**src/rtl/axi_pkg.sv**
```systemverilog
// Shared AXI encodings and the responder FSM state type.
//   burst_e : FIXED / INCR / WRAP burst encodings (2'b11 is handled as INCR by users)
//   RESP_*  : AXI response codes
//   state_e : axi_mem_responder controller states
package axi_pkg;

   typedef enum logic [1:0] {
      BURST_FIXED = 2'b00,
      BURST_INCR  = 2'b01,
      BURST_WRAP  = 2'b10
   } burst_e;

   localparam logic [1:0] RESP_OKAY   = 2'b00;
   localparam logic [1:0] RESP_EXOKAY = 2'b01;
   localparam logic [1:0] RESP_SLVERR = 2'b10;
   localparam logic [1:0] RESP_DECERR = 2'b11;

   typedef enum logic [2:0] {
      S_IDLE,
      S_WR_DATA,
      S_WR_RESP,
      S_RD_BURST,
      S_RD_DRAIN
   } state_e;

endpackage

```
**src/rtl/axi_burst_addr.sv**
```systemverilog
// Combinational AXI next-beat address calculator.
//   addr      in  current beat byte address
//   len       in  burst length minus one
//   size      in  log2 of bytes per beat
//   burst     in  burst type (FIXED/INCR/WRAP, reserved encoding treated as INCR)
//   next_addr out byte address of the following beat
module axi_burst_addr
   import axi_pkg::*;
#(
   parameter int ADDR_WIDTH = 32
)(
   input  logic [ADDR_WIDTH-1:0] addr,
   input  logic [7:0]            len,
   input  logic [2:0]            size,
   input  logic [1:0]            burst,
   output logic [ADDR_WIDTH-1:0] next_addr
);

   logic [ADDR_WIDTH-1:0] step;
   logic [ADDR_WIDTH-1:0] wrap_mask;
   logic [ADDR_WIDTH-1:0] incr_addr;

   always_comb begin
      step      = ADDR_WIDTH'(1) << size;
      // Legal WRAP lengths give a power-of-two container, so the mask keeps the
      // in-container offset and the incremented offset rolls over to the base.
      wrap_mask = (ADDR_WIDTH'({1'b0, len} + 9'd1) << size) - ADDR_WIDTH'(1);
      incr_addr = addr + step;
      case (burst)
         BURST_FIXED: next_addr = addr;
         BURST_WRAP:  next_addr = (addr & ~wrap_mask) | (incr_addr & wrap_mask);
         default:     next_addr = incr_addr;
      endcase
   end

endmodule

```
**src/rtl/axi_mem_responder.sv**
```systemverilog
// AXI4 slave terminating one outstanding burst at a time onto a single-port
// synchronous BRAM (read data one cycle after mem_en).
//   clk, rst          single clock, synchronous active-high reset
//   s_axi_aw*/w*/b*   write address / data / response channels
//   s_axi_ar*/r*      read address / data channels
//   mem_en/we/addr/wdata, mem_rdata   BRAM port (mem_we==0 means read)
// Optional build macro AXI_MEM_RESPONDER_DECERR_EN: beats outside the mapped
// window skip the BRAM and answer DECERR; otherwise addresses alias.
//
// state      | meaning
// S_IDLE     | arbitrate AW/AR, alternate grants under contention
// S_WR_DATA  | accept W beats, write each into BRAM
// S_WR_RESP  | hold B until bready
// S_RD_BURST | issue BRAM reads while the 2-entry R buffer has room
// S_RD_DRAIN | all reads issued, wait for the rlast handshake
module axi_mem_responder
   import axi_pkg::*;
#(
   parameter int                    ADDR_WIDTH = 32,
   parameter int                    DATA_WIDTH = 64,
   parameter int                    ID_WIDTH   = 8,
   parameter int                    MEM_AW     = 14,
   parameter logic [ADDR_WIDTH-1:0] BASE_ADDR  = 32'h8000_0000
)(
   input  logic                    clk,
   input  logic                    rst,
   input  logic                    s_axi_awvalid,
   output logic                    s_axi_awready,
   input  logic [ID_WIDTH-1:0]     s_axi_awid,
   input  logic [ADDR_WIDTH-1:0]   s_axi_awaddr,
   input  logic [7:0]              s_axi_awlen,
   input  logic [2:0]              s_axi_awsize,
   input  logic [1:0]              s_axi_awburst,
   input  logic                    s_axi_wvalid,
   output logic                    s_axi_wready,
   input  logic [DATA_WIDTH-1:0]   s_axi_wdata,
   input  logic [DATA_WIDTH/8-1:0] s_axi_wstrb,
   input  logic                    s_axi_wlast,
   output logic                    s_axi_bvalid,
   input  logic                    s_axi_bready,
   output logic [ID_WIDTH-1:0]     s_axi_bid,
   output logic [1:0]              s_axi_bresp,
   input  logic                    s_axi_arvalid,
   output logic                    s_axi_arready,
   input  logic [ID_WIDTH-1:0]     s_axi_arid,
   input  logic [ADDR_WIDTH-1:0]   s_axi_araddr,
   input  logic [7:0]              s_axi_arlen,
   input  logic [2:0]              s_axi_arsize,
   input  logic [1:0]              s_axi_arburst,
   output logic                    s_axi_rvalid,
   input  logic                    s_axi_rready,
   output logic [ID_WIDTH-1:0]     s_axi_rid,
   output logic [DATA_WIDTH-1:0]   s_axi_rdata,
   output logic [1:0]              s_axi_rresp,
   output logic                    s_axi_rlast,
   output logic                    mem_en,
   output logic [DATA_WIDTH/8-1:0] mem_we,
   output logic [MEM_AW-1:0]       mem_addr,
   output logic [DATA_WIDTH-1:0]   mem_wdata,
   input  logic [DATA_WIDTH-1:0]   mem_rdata
);

   localparam int SHIFT = $clog2(DATA_WIDTH/8);
`ifdef AXI_MEM_RESPONDER_DECERR_EN
   localparam bit DEC_EN = 1'b1;
`else
   localparam bit DEC_EN = 1'b0;
`endif

   typedef struct packed {
      logic [DATA_WIDTH-1:0] data;
      logic [1:0]            resp;
      logic                  last;
   } rbeat_t;

   state_e                state;
   logic [ID_WIDTH-1:0]   id_q;
   logic [ADDR_WIDTH-1:0] addr_q;
   logic [7:0]            len_q;
   logic [2:0]            size_q;
   logic [1:0]            burst_q;
   logic [7:0]            cnt_q;
   logic                  slverr_q, decerr_q, prio_wr_q;
   logic                  infl_q, infl_dec_q, infl_last_q;
   rbeat_t                fifo0, fifo1, new_beat;
   logic [1:0]            fcnt;

   logic [ADDR_WIDTH-1:0] next_addr, off_word;
   logic                  dec_beat, grant_wr, grant_rd, pop, issue, final_beat;
   logic [2:0]            occ;

   axi_burst_addr #(.ADDR_WIDTH(ADDR_WIDTH)) u_burst_addr (
      .addr      (addr_q),
      .len       (len_q),
      .size      (size_q),
      .burst     (burst_q),
      .next_addr (next_addr)
   );

   assign off_word   = (addr_q - BASE_ADDR) >> SHIFT;
   assign dec_beat   = DEC_EN && (|off_word[ADDR_WIDTH-1:MEM_AW]);
   assign final_beat = (cnt_q == len_q);

   assign s_axi_bvalid = (state == S_WR_RESP);
   assign s_axi_bid    = id_q;
   assign s_axi_bresp  = decerr_q ? RESP_DECERR : (slverr_q ? RESP_SLVERR : RESP_OKAY);
   assign s_axi_rvalid = (fcnt != 2'd0);
   assign s_axi_rid    = id_q;
   assign s_axi_rdata  = fifo0.data;
   assign s_axi_rresp  = fifo0.resp;
   assign s_axi_rlast  = fifo0.last;

   assign pop = s_axi_rvalid && s_axi_rready;
   // A beat leaving this cycle frees its slot, which keeps reads at 1 beat/cycle.
   assign occ   = {1'b0, fcnt} + {2'b00, infl_q} - {2'b00, pop};
   assign issue = (state == S_RD_BURST) && (occ < 3'd2);

   assign new_beat.data = infl_dec_q ? '0 : mem_rdata;
   assign new_beat.resp = infl_dec_q ? RESP_DECERR : RESP_OKAY;
   assign new_beat.last = infl_last_q;

   always_comb begin
      grant_wr      = s_axi_awvalid && (prio_wr_q || !s_axi_arvalid);
      grant_rd      = s_axi_arvalid && !grant_wr;
      s_axi_awready = 1'b0;
      s_axi_arready = 1'b0;
      s_axi_wready  = 1'b0;
      mem_en        = 1'b0;
      mem_we        = '0;
      mem_addr      = off_word[MEM_AW-1:0];
      mem_wdata     = s_axi_wdata;
      case (state)
         S_IDLE: begin
            s_axi_awready = grant_wr;
            s_axi_arready = grant_rd;
         end
         S_WR_DATA: begin
            s_axi_wready = 1'b1;
            if (s_axi_wvalid && !dec_beat) begin
               mem_en = 1'b1;
               mem_we = s_axi_wstrb;
            end
         end
         S_RD_BURST: mem_en = issue && !dec_beat;
         default: ;
      endcase
   end

   always_ff @(posedge clk) begin
      if (rst) begin
         state       <= S_IDLE;
         id_q        <= '0;
         addr_q      <= '0;
         len_q       <= '0;
         size_q      <= '0;
         burst_q     <= '0;
         cnt_q       <= '0;
         slverr_q    <= 1'b0;
         decerr_q    <= 1'b0;
         prio_wr_q   <= 1'b1;
         infl_q      <= 1'b0;
         infl_dec_q  <= 1'b0;
         infl_last_q <= 1'b0;
         fifo0       <= '0;
         fifo1       <= '0;
         fcnt        <= '0;
      end else begin
         infl_q      <= issue;
         infl_dec_q  <= dec_beat;
         infl_last_q <= final_beat;

         case ({infl_q, pop})
            2'b10: begin
               if (fcnt == 2'd0) fifo0 <= new_beat;
               else              fifo1 <= new_beat;
               fcnt <= fcnt + 2'd1;
            end
            2'b01: begin
               fifo0 <= fifo1;
               fcnt  <= fcnt - 2'd1;
            end
            2'b11: begin
               if (fcnt == 2'd1) begin
                  fifo0 <= new_beat;
               end else begin
                  fifo0 <= fifo1;
                  fifo1 <= new_beat;
               end
            end
            default: ;
         endcase

         case (state)
            S_IDLE: begin
               if (s_axi_awready) begin
                  id_q      <= s_axi_awid;
                  addr_q    <= s_axi_awaddr;
                  len_q     <= s_axi_awlen;
                  size_q    <= s_axi_awsize;
                  burst_q   <= s_axi_awburst;
                  cnt_q     <= '0;
                  slverr_q  <= 1'b0;
                  decerr_q  <= 1'b0;
                  prio_wr_q <= 1'b0;
                  state     <= S_WR_DATA;
               end else if (s_axi_arready) begin
                  id_q      <= s_axi_arid;
                  addr_q    <= s_axi_araddr;
                  len_q     <= s_axi_arlen;
                  size_q    <= s_axi_arsize;
                  burst_q   <= s_axi_arburst;
                  cnt_q     <= '0;
                  prio_wr_q <= 1'b1;
                  state     <= S_RD_BURST;
               end
            end
            S_WR_DATA: begin
               if (s_axi_wvalid) begin
                  addr_q <= next_addr;
                  cnt_q  <= cnt_q + 8'd1;
                  if (s_axi_wlast != final_beat) slverr_q <= 1'b1;
                  if (dec_beat)                  decerr_q <= 1'b1;
                  if (final_beat)                state    <= S_WR_RESP;
               end
            end
            S_WR_RESP: if (s_axi_bready) state <= S_IDLE;
            S_RD_BURST: begin
               if (issue) begin
                  addr_q <= next_addr;
                  cnt_q  <= cnt_q + 8'd1;
                  if (final_beat) state <= S_RD_DRAIN;
               end
            end
            S_RD_DRAIN: if (pop && fifo0.last) state <= S_IDLE;
            default: state <= S_IDLE;
         endcase
      end
   end

endmodule

```
**config.mk**
```make
export PLATFORM = sky130hd
export DESIGN_NAME = axi_mem_responder
export DESIGN_NICKNAME = d
export VERILOG_FILES = /design/src/rtl/axi_pkg.sv /design/src/rtl/axi_burst_addr.sv /design/src/rtl/axi_mem_responder.sv
export SDC_FILE = /design/constraint.sdc
export NUM_CORES = 1
export LEC_CHECK = 0
export CORE_MARGIN = 1
export CORE_UTILIZATION = 30
export DETAILED_ROUTE_END_ITERATION = 10
export PLACE_DENSITY = 0.69
export SYNTH_ARGS = -nofsm -noshare
export SYNTH_HDL_FRONTEND = slang
export SYNTH_SLANG_ARGS = --single-unit
```
**constraint.sdc**
```tcl
create_clock -name clk -period 3.6 [get_ports clk]
set_clock_uncertainty 0.05 [all_clocks]
set_input_delay 0.72 -clock clk [delete_from_list [all_inputs] [get_ports clk]]
set_output_delay 0.72 -clock clk [all_outputs]
set_load 0.05 [all_outputs]
```
## After elaboration in Yosys (flattened, before gate mapping)

Cells that the tools add are included.

| cells by class | value |
|---|---|
| $add $sub $neg | 9 |
| $lt $le $gt $ge | 1 |
| eq/ne operators | 23 |
| shift-type cells | 2 |
| muxes and demuxes | 49 |
| bitwise operators | 4 |
| reductions and logical operators | 24 |

Operators by type and width:

| cell | number |
|---|---|
| 67-bit two-way mux | 4 |
| 67-bit case mux with 3 select lines | 1 |
| 67-bit case mux with 2 select lines | 1 |
| 32-bit two-way mux | 4 |
| 32-bit case mux with 3 select lines | 1 |
| 8-bit two-way mux | 10 |
| 32-bit AND | 2 |
| 32-bit case mux with 2 select lines | 1 |
| 32-bit adder | 1 |
| 32-bit inverter | 1 |
| 32-bit OR | 1 |
| 1-bit by 3-bit << shifter with 32-bit output, first input constant | 1 |
| 32-bit by 3-bit << shifter with 32-bit output | 1 |
| 32-bit by 1-bit subtractor with 32-bit output, second input constant | 1 |
| 3-bit two-way mux | 10 |
| 8-bit case mux with 3 select lines | 1 |
| 2-bit != test, second input constant | 10 |
| 17-bit by 1-bit subtractor with 17-bit output, second input constant | 1 |
| 3-bit case mux with 5 select lines | 1 |
| 2-bit nonzero test | 5 |
| 8-bit by 1-bit adder with 9-bit output, second input constant | 1 |
| 1-bit two-way mux | 9 |
| 8-bit by 1-bit adder with 8-bit output, second input constant | 1 |
| 8-bit == test | 1 |
| 26 further kinds | 42 |

| storage, ports and cells | value |
|---|---|
| register bits after elaboration | 204 |
| input port bits | 250 |

## Logic depth before layout (Yosys ltp)

| logic depth | value |
|---|---|
| depth in word-level cells | 9 |
| mapped depth | 20 |
| depth with buffers taken out | 18 |

## Hierarchy

Synthesis repeated with hierarchy kept, for this count alone.

| second synthesis, totals | value |
|---|---|
| cell total of the unflattened synthesis | 1441 |
| area total of the unflattened synthesis | 12032.8 µm² |

By module, submodules not included:

| module | instances | cells each | area an instance (µm²) | seq. area each (µm²) |
|---|---|---|---|---|
| axi_mem_responder | 1 | 1090 | 9618.0 | 4003.8 |
| axi_burst_addr | 1 | 351 | 2414.8 | 0.0 |

## Worst setup path after synthesis

OpenSTA, ideal clock, no wires.

| path | value |
|---|---|
| kind | register -> register |
| start point | reg fcnt[1] |
| end point | reg (tool-made name) |
| library setup time | 0.128 ns |
| arrival | 4.128 ns |
| data required time | 3.422 ns |
| path slack | -0.705 ns |
| cell stages (with the launch flop) | 20 |
| path buffers | 3 |
| cells stage by stage | dfxtp_1 -> inv_1 -> ha_1 -> inv_1 -> nand2_1 -> inv_1 -> ha_1 -> nor2_1 -> fa_1 -> nor2_1 -> mux2_2 -> and2_0 -> clkbuf_1 -> nor2_1 -> or2_2 -> clkbuf_1 -> clkbuf_1 -> a21oi_1 -> mux2i_1 -> nor2_1 |

RTL lines:

| item | line | text |
|---|---|---|
| start, declared | axi_mem_responder.sv:86 | `logic [1:0] fcnt;` |
| start signal, assigned | axi_mem_responder.sv:176 | `fcnt <= fcnt + 2'd1;` |
| start signal, assigned | axi_mem_responder.sv:180 | `fcnt <= fcnt - 2'd1;` |

## Worst setup path after layout

| path | value |
|---|---|
| start point | in s_axi_rready |
| end point | out mem_en |

| on the way | value |
|---|---|
| cells in the longest elaborated chain, start to end | 5 |

Ends and longest elaborated chain:

| item | line | text |
|---|---|---|
| start, declared | axi_mem_responder.sv:51 | `input logic s_axi_rready,` |
| 1-bit logical AND | axi_mem_responder.sv:113 | `assign pop = s_axi_rvalid && s_axi_rready;` |
| 3-bit by 1-bit subtractor with 3-bit output | axi_mem_responder.sv:115 | `assign occ = {1'b0, fcnt} + {2'b00, infl_q} - {2'b00, pop};` |
| 3-bit by 2-bit < comparator with 1-bit output | axi_mem_responder.sv:116 | `assign issue = (state == S_RD_BURST) && (occ < 3'd2);` |
| 1-bit logical AND | axi_mem_responder.sv:116 |  |
| 1-bit case mux with 2 select lines | axi_mem_responder.sv:132 | `case (state)` |
| end, declared | axi_mem_responder.sv:56 | `output logic mem_en,` |

Every way passes these cells.

==> results_dict.tcl <==
set metrics [dict create \
    overflow 0 \
    insertion_delay_ns 0.44 \
    dp_slack_ns -0.277 \
    syn_area_mm2 0.0102 \
    dr.pass1.iters 6 \
    p_leak_nw 4.86 \
    yosysSeqAreaShare_pct 36.4 \
    slowest_delay_ns 0.53 \
    maxSlewViolCount 0 \
    post_synth.cell_area_avg_um2 7.66 \
    outcome "completed" \
    crit_path_end_kind "output pin" \
    antenna_found_initial 1 \
    crit_family "adder cells" \
    dieWidth_um 186 \
    hold_depth 2 \
    power.total_mw 12.8 \
    num_rows 67 \
    fmax_ghz 0.284 \
    initial_utilization_pct 30.4 \
    drive_above_1_share_pct 9.48 \
    min_from "fifo1[4]$_SDFFE_PP0P_" \
    async_flop_share_pct 0 \
    grt_max_degree 89 \
    finalWirelength_mm 32.1 \
    worst_ep_required_time_ns 2.83 \
    syn_inst 1329 \
    grt_pass1_vias 9646 \
    ys.flop_type "dfxtp_1" \
    dp_hpwl_mm 22.4 \
    path_cells "clkdlybuf4s50_1, nand2_2, inv_2, ha_4, nor2_2, fa_2, nor2_1, mux2_4, and2_4, buf_12" \
    synth_top_cell_by_area "dfxtp_1" \
    cap_violations 0 \
    rr_startpoint "len_q[3]$_SDFFE_PP0P_" \
    numCtsBuffers 17 \
    ant_nets 0 \
    netlist.area_leader.share_pct 36.4 \
    cts_tree "yes" \
    synth_cell_types 75 \
    post-route-util_pct 40.8 \
    grt_pass1_wl_mm 50.2 \
    syn2layout_area_growth_pct 33.9 \
    r2r_slack_ns 0.25 \
    slowest_stage "fa_2" \
    tns_ns 0 \
    coreArea_mm2 0.0334 \
    p_per_area_mw_per_mm2 936 \
    port_buffers 265 \
    die_h_um 186 \
    maxSlewHeadroom_pct 26.8 \
    cts_max_level 4 \
    vias 10035 \
    hold_path.class "reg -> reg" \
    vias_per_cell 5.18 \
    ir_worst_vdd_uv 462 \
    cts-root-buf "clkbuf_16" \
    remaining_drc_errors 0 \
    post_drt_wl_per_cell_um 16.6 \
    start_kind "primary input" \
    setup_viol 0 \
    worstSetupPathType "in -> out" \
    drt_iter0_markers 619 \
    fin_ws_ns 0.0815 \
    fin_nets 1744 \
    grt_setup_unrepaired "true" \
    synth_edf_count 0 \
    clk_path_buf_depth 2 \
    period_minus_slack_ns 3.52 \
    cts_sinks 185 \
    multi_input_area_mm2 0.00544 \
    cp_max_fo 6 \
    ys_ff_latch 185 \
    ys_top_cells_by_count "235 x nand2_1, 185 x dfxtp_1, 149 x nor2_1" \
    path_buf_inv 3 \
    seqCellArea_mm2 0.00371 \
    min_to "fifo1[4]$_SDFFE_PP0P_" \
    reg2regPathDepth 10 \
    grt.total_usage_pct 18.4 \
    synth_warnings 0 \
    arrival_ns 2.75 \
    finalHoldViolCount 0 \
    yosysMostFrequentCell "nand2_1" \
    worst_pin_slew_ns 1.09 \
    cts.clk_slew.worst_paths_ns 0.07 \
    num-fill-cells 3283 \
    dieArea_mm2 0.0347 \
    io_pins 427 \
    netlist_top_cells_area "dfxtp_1 36%, nand2_1 8.7%, buf_4 6.7%" \
    place_congestion 0.888 \
    fin_crit_sh_pct 97.7 \
]
cells in the final DEF, fill, tap and decap left out, types with 4 or more instances in the layout:
cell             count
mux2i_1             13
nor4_1               6
nand2_1            234
xnor2_1             18
or3_1                5
nor2_1             146
nand2b_1             5
ha_1                15
o32ai_1              4
dfxtp_1            182
a21oi_1             97
clkinv_8             4
o211ai_1             6
and3_1               7
nand3_1             10
clkbuf_16           17
inv_1               13
xor2_1              23
nor2b_1              5
o21bai_1             6
a211oi_1             8
o21a_1               5
clkinvlp_4           5
nor3_1              85
nor3b_1              5
a221oi_1            65
o21ai_0             30
buf_4               49
nand4_1             13
and2_1              11
a21o_1               5
a31oi_1              7
clkdlybuf4s50_1    254
buf_12              17
a311oi_1            23
timing repair:
action / in CTS / in global routing
buffers inserted: 4 / 0
endpoints found under the setup margin: 1 / 4
pin swaps: 2 / 0
hold buffers: 0 / 0
resized for setup: 3 / 4
worst register-to-register path: cells and delay by family, from the launching register on:
kind	cells	cell delay, ns
compound gates	4	0.93
xor+xnor	1	0.12
flops	1	0.66
simple gates	5	1.51
area by class of cell:
| cell class | instances | share of cell area [%] |
|---|---|---|
| multi-input combinational | 931 | 39.9 |
| clock inverter | 15 | 1.16 |
| timing repair buffer | 321 | 23.9 |
| antenna | 1 | 0.0184 |
| clock buffer | 17 | 3.12 |
| inverter | 19 | 0.578 |
| sequential | 185 | 27.2 |
| tap | 448 | 4.11 |
cells by family (layout without fill, tap and decap cells):
kind of cell	Yosys count	in the layout	synth area share, %
other	1	4	0.0368
buffers and inverters	215	372	11.4
flip-flops	185	185	36.4
adder cells (fa/ha/maj)	19	19	2.48
multiplexers	17	17	1.71
AO/OA/AOI/OAI	293	293	20.2
AND/OR/NAND/NOR	557	557	24.1
XOR/XNOR	42	42	3.61
layer usage:
layer  share of wire (%)  vias to the layer above  track usage (%)
met1                  41                     4743             21.5
met5                   0                        -                0
li1                    -                     4874                -
met4                 1.9                        0             6.56
met2                  48                      374             30.6
met3                 9.5                       44             6.91
power by group:
group / internal, mW / switching [mW] / leakage [nW]
Sequential: 2.65 / 0.501 / 1.51
Clock: 0.924 / 0.948 / 0.277
Combinational: 2.88 / 4.86 / 3.08
Total: 6.46 / 6.31 / 4.86
per-stage QoR:
stage	cells	hold WS, ns	area (um2)
2_1_floorplan	1331	0.382	10300
3_3_place_gp	1901	0.391	13000
3_5_place_dp	1901	0.398	13000
4_1_cts	1936	0.407	13600
5_1_grt	1936	0.422	13600
6_report	1937	0.407	13600
how the worst max path moves through the flow:
stage,startpoint,end,cells after the start
3_5_place_dp,s_axi_rready,flip-flop,15
4_1_cts,s_axi_rready,mem_en,10
5_1_grt,fcnt[0]$_SDFFE_PP0P_,mem_en,13
2_1_floorplan,fcnt[1]$_SDFFE_PP0P_,flip-flop,20
3_3_place_gp,s_axi_rready,flip-flop,15
6_report,s_axi_rready,mem_en,10
registers in the layout, indices dropped and copies added, names as in the netlist, 2 cells and up, named ones only:
name	count
burst_q	2
cnt_q	8
fcnt	2
fifo1	65
len_q	8
s_axi_bid	8
s_axi_rdata	64
size_q	3
state	3
Note: power is estimated with default switching activity, not from simulation.
